File: config.mk
export PLATFORM = sky130hd
export DESIGN_NAME = booth_mult_seq_flat
export DESIGN_NICKNAME = d
export VERILOG_FILES = /design/src/rtl/booth_mult_seq_if.sv /design/src/rtl/booth_mult_seq.sv /design/src/flat_wrapper.sv
export SDC_FILE = /design/constraint.sdc
export NUM_CORES = 1
export LEC_CHECK = 0
export CAP_MARGIN = 0
export CORE_MARGIN = 2
export CORE_UTILIZATION = 35
export DETAILED_ROUTE_END_ITERATION = 10
export GPL_TIMING_DRIVEN = 0
export PLACE_DENSITY = 0.62
export SLEW_MARGIN = 20
export SYNTH_ARGS = -nofsm -noshare
export SYNTH_HDL_FRONTEND = slang
export SYNTH_SLANG_ARGS = --single-unit
File: constraint.sdc
create_clock -name clk -period 3.67 [get_ports clk]
set_input_delay 0.5505 -clock clk [delete_from_list [all_inputs] [get_ports clk]]
set_output_delay 0.5505 -clock clk [all_outputs]
set_load 0.005 [all_outputs]
File: src/rtl/booth_mult_seq_if.sv
// Handshake bundle for booth_mult_seq.
//   master : requester side (drives start and operands, observes status/product)
//   slave  : multiplier side (observes start and operands, drives status/product)
// Signals:
//   start         request; accepted only while the multiplier is idle or done
//   multiplicand  signed operand M, sampled on the accepting edge
//   multiplier    signed operand Q, sampled on the accepting edge
//   busy          high while a product is being computed
//   done          one-cycle pulse, product valid from that cycle
//   product       signed M*Q, held until the next result is written
//
// Handshake semantics: start is a request, not a valid/ready pair. A request
// is taken on a rising clk edge where start=1 and the multiplier is idle or
// done; a request seen while busy=1 is dropped, not queued. Holding start high
// through the done cycle chains the next operation with no idle gap.
interface booth_mult_seq_if #(
  parameter int WIDTH = 8
);
  logic                 start;
  logic [WIDTH-1:0]     multiplicand;
  logic [WIDTH-1:0]     multiplier;
  logic                 busy;
  logic                 done;
  logic [2*WIDTH-1:0]   product;

  modport master (
    output start, multiplicand, multiplier,
    input  busy, done, product
  );

  modport slave (
    input  start, multiplicand, multiplier,
    output busy, done, product
  );
endinterface

File: src/rtl/booth_mult_seq.sv
// Sequential signed Booth multiplier, control and datapath in one block.
// One add/sub plus arithmetic shift per clock. Radix-2 by default; defining
// the macro BOOTH_RADIX4_EN selects radix-4 recoding (WIDTH/2 iterations,
// WIDTH must then be even).
// Ports:
//   clk        clock, all state updates on posedge
//   rst        synchronous, active-low reset; aborts any calculation
//   bus        booth_mult_seq_if.slave: start/multiplicand/multiplier in,
//              busy/done/product out
//   dbg_state  current FSM state: 0=IDLE, 1=CALC, 2=DONE
module booth_mult_seq #(
  parameter int WIDTH = 8
) (
  input  logic                clk,
  input  logic                rst,
  booth_mult_seq_if.slave     bus,
  output logic [1:0]          dbg_state
);

`ifdef BOOTH_RADIX4_EN
  localparam int ITER = WIDTH / 2;
  localparam int AW   = WIDTH + 2;  // room for +/-2M without overflow
  if ((WIDTH % 2) != 0) begin : g_odd_width
    $error("booth_mult_seq: WIDTH must be even with radix-4 recoding");
  end
`else
  localparam int ITER = WIDTH;
  localparam int AW   = WIDTH + 1;  // extra bit keeps M=-2^(WIDTH-1) exact
`endif

  if (WIDTH < 2) begin : g_small_width
    $error("booth_mult_seq: WIDTH must be at least 2");
  end

  localparam int CW = $clog2(ITER + 1);
  localparam int SW = AW + WIDTH + 1;  // {A, Q, Qm1}

  typedef enum logic [1:0] {
    IDLE = 2'd0,
    CALC = 2'd1,
    DONE = 2'd2
  } state_t;

  state_t               state;
  logic [AW-1:0]        a;
  logic [WIDTH-1:0]     m;
  logic [WIDTH-1:0]     q;
  logic                 qm1;
  logic [CW-1:0]        count;
  logic                 busy_r;
  logic                 done_r;
  logic [2*WIDTH-1:0]   product_r;

  logic [AW-1:0]        m_ext;
  logic [AW-1:0]        sum;
  logic [SW-1:0]        cat;
  logic [SW-1:0]        shr;
  logic [AW-1:0]        a_next;
  logic [WIDTH-1:0]     q_next;
  logic                 qm1_next;

  assign m_ext = {{(AW-WIDTH){m[WIDTH-1]}}, m};

  // One iteration: recode, add/sub into A, then arithmetic shift of {A,Q,Qm1}.
  always_comb begin
    sum = a;
`ifdef BOOTH_RADIX4_EN
    case ({q[1:0], qm1})
      3'b001, 3'b010: sum = a + m_ext;
      3'b011:         sum = a + {m_ext[AW-2:0], 1'b0};
      3'b100:         sum = a - {m_ext[AW-2:0], 1'b0};
      3'b101, 3'b110: sum = a - m_ext;
      default:        sum = a;
    endcase
    cat = {sum, q, qm1};
    shr = {{2{sum[AW-1]}}, cat[SW-1:2]};
`else
    case ({q[0], qm1})
      2'b01:   sum = a + m_ext;
      2'b10:   sum = a - m_ext;
      default: sum = a;
    endcase
    cat = {sum, q, qm1};
    shr = {sum[AW-1], cat[SW-1:1]};
`endif
    a_next   = shr[SW-1:WIDTH+1];
    q_next   = shr[WIDTH:1];
    qm1_next = shr[0];
  end

  always_ff @(posedge clk) begin
    if (!rst) begin
      state     <= IDLE;
      a         <= '0;
      m         <= '0;
      q         <= '0;
      qm1       <= 1'b0;
      count     <= '0;
      busy_r    <= 1'b0;
      done_r    <= 1'b0;
      product_r <= '0;
    end else begin
      done_r <= 1'b0;
      case (state)
        IDLE, DONE: begin
          if (bus.start) begin
            m      <= bus.multiplicand;
            q      <= bus.multiplier;
            a      <= '0;
            qm1    <= 1'b0;
            count  <= CW'(ITER);
            busy_r <= 1'b1;
            state  <= CALC;
          end else begin
            state  <= IDLE;
          end
        end
        CALC: begin
          a     <= a_next;
          q     <= q_next;
          qm1   <= qm1_next;
          count <= count - 1'b1;
          // Last iteration: the product is taken from the post-shift values.
          if (count == CW'(1)) begin
            product_r <= {a_next[WIDTH-1:0], q_next};
            done_r    <= 1'b1;
            busy_r    <= 1'b0;
            state     <= DONE;
          end
        end
        default: state <= IDLE;
      endcase
    end
  end

  assign bus.busy    = busy_r;
  assign bus.done    = done_r;
  assign bus.product = product_r;
  assign dbg_state   = state;

endmodule

File: src/flat_wrapper.sv
// flat-port wrapper written by rule: the top's interface ports become plain ports
module booth_mult_seq_flat 
#(
  parameter int WIDTH = 8
)
  (clk, rst, dbg_state, bus_start, bus_multiplicand, bus_multiplier, bus_busy, bus_done, bus_product);
  booth_mult_seq_if #(.WIDTH(WIDTH)) bus_i ();
  input  logic clk;
  input  logic rst;
  output logic [1:0] dbg_state;
  input wire logic [$bits(bus_i.start)-1:0] bus_start;
  input wire logic [$bits(bus_i.multiplicand)-1:0] bus_multiplicand;
  input wire logic [$bits(bus_i.multiplier)-1:0] bus_multiplier;
  output wire logic [$bits(bus_i.busy)-1:0] bus_busy;
  output wire logic [$bits(bus_i.done)-1:0] bus_done;
  output wire logic [$bits(bus_i.product)-1:0] bus_product;
  assign bus_i.start = bus_start;
  assign bus_i.multiplicand = bus_multiplicand;
  assign bus_i.multiplier = bus_multiplier;
  assign bus_busy = bus_i.busy;
  assign bus_done = bus_i.done;
  assign bus_product = bus_i.product;
  booth_mult_seq #(.WIDTH(WIDTH)) u_core (.clk(clk), .rst(rst), .bus(bus_i), .dbg_state(dbg_state));
endmodule
==> insert_results.sql <==
INSERT INTO impl_metrics (metric_group, metric, value, unit) VALUES
('setup_path', 'crit_buf_inv', '2', ''),
('floorplanning', 'floorplan.io_pins', '39', ''),
('synth', 'synth_fp_nets', '342', ''),
('global_route', 'vias_in_the_first_global_route', '2165', ''),
('setup_path', 'crit_slowest_cell', 'sky130_fd_sc_hd__a2111oi_0', ''),
('setup_path', 'worstPathArrival', '3.38', 'ns'),
('synth', 'post_synth_inst_count', '310', ''),
('route', 'drcViolationCount', '0', ''),
('sta', 'max_freq', '311', 'MHz'),
('synth', 'synth_cell_type_count', '44', ''),
('status', 'outcome', 'finished clean', ''),
('floorplanning', 'floorplan.die.width', '88.5', 'um'),
('sta', 'final_worst_path_period_share', '87.5', '%'),
('setup_path', 'timing.critical_path.cells', 'ha_1 > clkbuf_1 > mux2_2 > inv_1 > ha_1 > nor2b_1 > o31a_1 > o21a_1 > a2111oi_0 > a211oi_1', ''),
('setup_path', 'worst_path_most_repeated_cell', 'sky130_fd_sc_hd__ha_1', ''),
('cts', 'ctsHoldBuffers', '0', ''),
('run', 'timing.max_cap.violations', '0', ''),
('floorplanning', 'initial_core_util', '36.4', '%'),
('sta', 'finClkSkew', '0.0122', 'ns'),
('setup_path', 'timing.setup.critical_path_class', 'reg2reg', ''),
('route', 'route.vias.total', '2319', ''),
('setup_path', 'cp_top_family', 'compound AO/OA/AOI/OAI gates', ''),
('synth', 'yosysWarnings', '0', ''),
('route', 'drtAntennaViolNets', '0', ''),
('global_route', 'grt_max_degree', '17', ''),
('route', 'route.detailed.vias_per_inst', '5.13', ''),
('sta', 'period_needed', '3.21', 'ns'),
('synth', 'synth.ff_latch_count', '49', ''),
('finish', 'layout_cells_sized_above_1', '4.78', '%'),
('finish', 'postLayoutCellArea', '3090', 'sq um'),
('finish', 'layout.nets', '387', ''),
('power', 'worst_ir_drop_vdd', '0.192', 'mV'),
('hold_path', 'timing.hold.worst.class', 'reg2reg', ''),
('route', 'drt-total-wl', '6140', 'um'),
('synth', 'postSynth.asyncResetShare', '0', '%'),
('sta', 'holdWs', '0.457', 'ns'),
('cts', 'clock_tree.htree_level_count', '2', ''),
('floorplanning', 'die_h', '88.5', 'um'),
('sta', 'timing.max_slew.rel_slack', '44.5', '%'),
('route', 'maxUsedRoutingLayer', 'met4', ''),
('placement', 'gp_congestion', '0.845', ''),
('sta', 'setup_tns', '0', 'ns'),
('global_route', 'antenna_found_initial', '0', ''),
('synth', 'synth.top_cells.by_area', 'sky130_fd_sc_hd__dfxtp_1 (39%), sky130_fd_sc_hd__a21oi_1 (9.0%), sky130_fd_sc_hd__nand2_1 (6.8%), sky130_fd_sc_hd__ha_1 (6.0%), sky130_fd_sc_hd__nor2_1 (3.8%)', ''),
('cts', 'post_cts_buffers', '0', ''),
('placement', 'dp.cells', '444', ''),
('power', 'total_leakage_power', '1.11', 'nW'),
('sta', 'final-setup-viol-count', '0', ''),
('global_route', 'gr-usage-all-layers', '16.4', '%'),
('floorplanning', 'placement_rows', '30', ''),
('placement', 'port_buffers', '38', ''),
('route', 'm1WireLength', '3020', 'um'),
('cts', 'numCtsBuffers', '5', ''),
('placement', 'dp_hpwl', '4590', 'um'),
('cts', 'cts.reportedPaths.clkPinSlew', '0.10', 'ns'),
('synth', 'synth-edff-count', '0', ''),
('placement', 'place_area', '3000', 'sq um'),
('global_route', 'aggregate_global_routing_overflow', '0', ''),
('cts', 'cts_tree', 'done', ''),
('cts', 'clock_tree.root_cell', 'sky130_fd_sc_hd__clkbuf_8', ''),
('synth', 'synth_largest_type_area_fraction', '39.2', '%'),
('floorplanning', 'core_region_area', '6870', 'sq um'),
('sta', 'timing_hold_violations_final', '0', ''),
('power', 'cellPowerDensity', '402', 'nW/um^2'),
('cts', 'postCtsResizedCells', '0', ''),
('setup_path', 'critPathMaxFanout', '8', ''),
('sta', 'maxSlewViolCount', '0', ''),
('finish', 'areaGrowthSynthToFinish', '23.7', '%'),
('synth', 'synth_flop_cell', 'sky130_fd_sc_hd__dfxtp_1', ''),
('synth', 'synth.largest_area_cell', 'sky130_fd_sc_hd__dfxtp_1', ''),
('power', 'design_power_total', '1.24', 'mW');
## metal layers
layer  GRT usage (%)  up-vias
met4            5.23        0
li1                -     1189
met1            22.8     1083
met2            26.4       43
met3            2.43        4
met5               0        -
## state kept, by name (all words and copies together) (netlist names)
signal	count
u_core.a	8
u_core.bus.done	1
u_core.q	8
u_core.bus.busy	1
u_core.dbg_state	2
u_core.m	8
u_core.qm1	1
u_core.bus.product	16
u_core.count	4
## cell usage in the layout, fill, tap and decap left out, drive strengths merged, types with 3 or more instances in the layout
master	count
inv	9
or2b	3
a211oi	7
nor2	25
nand2	45
dfxtp	49
nand3	7
a21oi	45
o211ai	3
o31ai	4
nor3	10
mux2i	4
clkbuf	22
a22oi	11
o21a	4
clkdlybuf4s50	38
nor2b	5
xnor2	6
o21ai	11
nand2b	3
clkinv	4
and2	3
ha	12
## layout make-up
cell class	instances	area [sq um]
inverters	10	37.5
fillers	705	3780
repair buffers	38	380
flip-flops and latches	49	981
plain buffers	19	72.6
well taps	96	120
clock inverters	3	22.5
multi-input cells	232	1410
clock buffers	5	68.8
## through the flow
step,util [%],worst slack [ns]
2_1_floorplan,-,0.904
3_3_place_gp,43.7,0.460
3_5_place_dp,43.7,0.461
4_1_cts,45.0,0.412
5_1_grt,45.0,0.0966
6_report,45.0,0.459
## report_power, final
part | switching, mW | total, mW | internal (mW)
Sequential | 0.0257 | 0.584 | 0.558
Combinational | 0.189 | 0.333 | 0.144
Clock | 0.192 | 0.328 | 0.136
Total | 0.407 | 1.24 | 0.838
## kinds of logic after synthesis
logic type	after synthesis	synth area share, %
fa+ha+maj	13	6.80
mux	5	2.05
compound gates	96	23.6
buf+inv	29	4.40
simple gates	110	21.1
flops	49	39.2
xor+xnor	8	2.80
## tightest hold or removal path: stages (launching register included)
cell and delay (ns):
sky130_fd_sc_hd__dfxtp_1 0.32, sky130_fd_sc_hd__nand2_1 0.05, sky130_fd_sc_hd__a21oi_1 0.05
## final timing paths
path	start	end	slack, ns	depth (start not counted)
setup / recovery	u_core.q[0]$_SDFFE_PN0P_	u_core.a[4]$_SDFFE_PN0P_	0.46	10
hold / removal	u_core.bus.product[5]$_SDFFE_PN0P_	u_core.bus.product[5]$_SDFFE_PN0P_	0.46	2
setup reg to reg	u_core.q[0]$_SDFFE_PN0P_	u_core.a[4]$_SDFFE_PN0P_	0.46	10
hold reg to reg	u_core.bus.product[5]$_SDFFE_PN0P_	u_core.bus.product[5]$_SDFFE_PN0P_	0.46	2
## synth_stat cells, drive strengths merged (2+ instances only)
master and number:
nand2 45, o21a 4, buf 2, o211ai 3, nor3 10, nand3 7, a22oi 11, a211oi 7
ha 12, o21ai 11, nor2 25, a32oi 2, nand2b 3, xor2 2, mux2i 4, or4 2
inv 9, nor4 2, a31oi 2, and2 3, nor3b 2, a21oi 45, or4b 2, clkbuf 17
dfxtp 49, or2b 3, nor2b 5, o31ai 4, xnor2 6
Power figures use the tool's default switching activity.
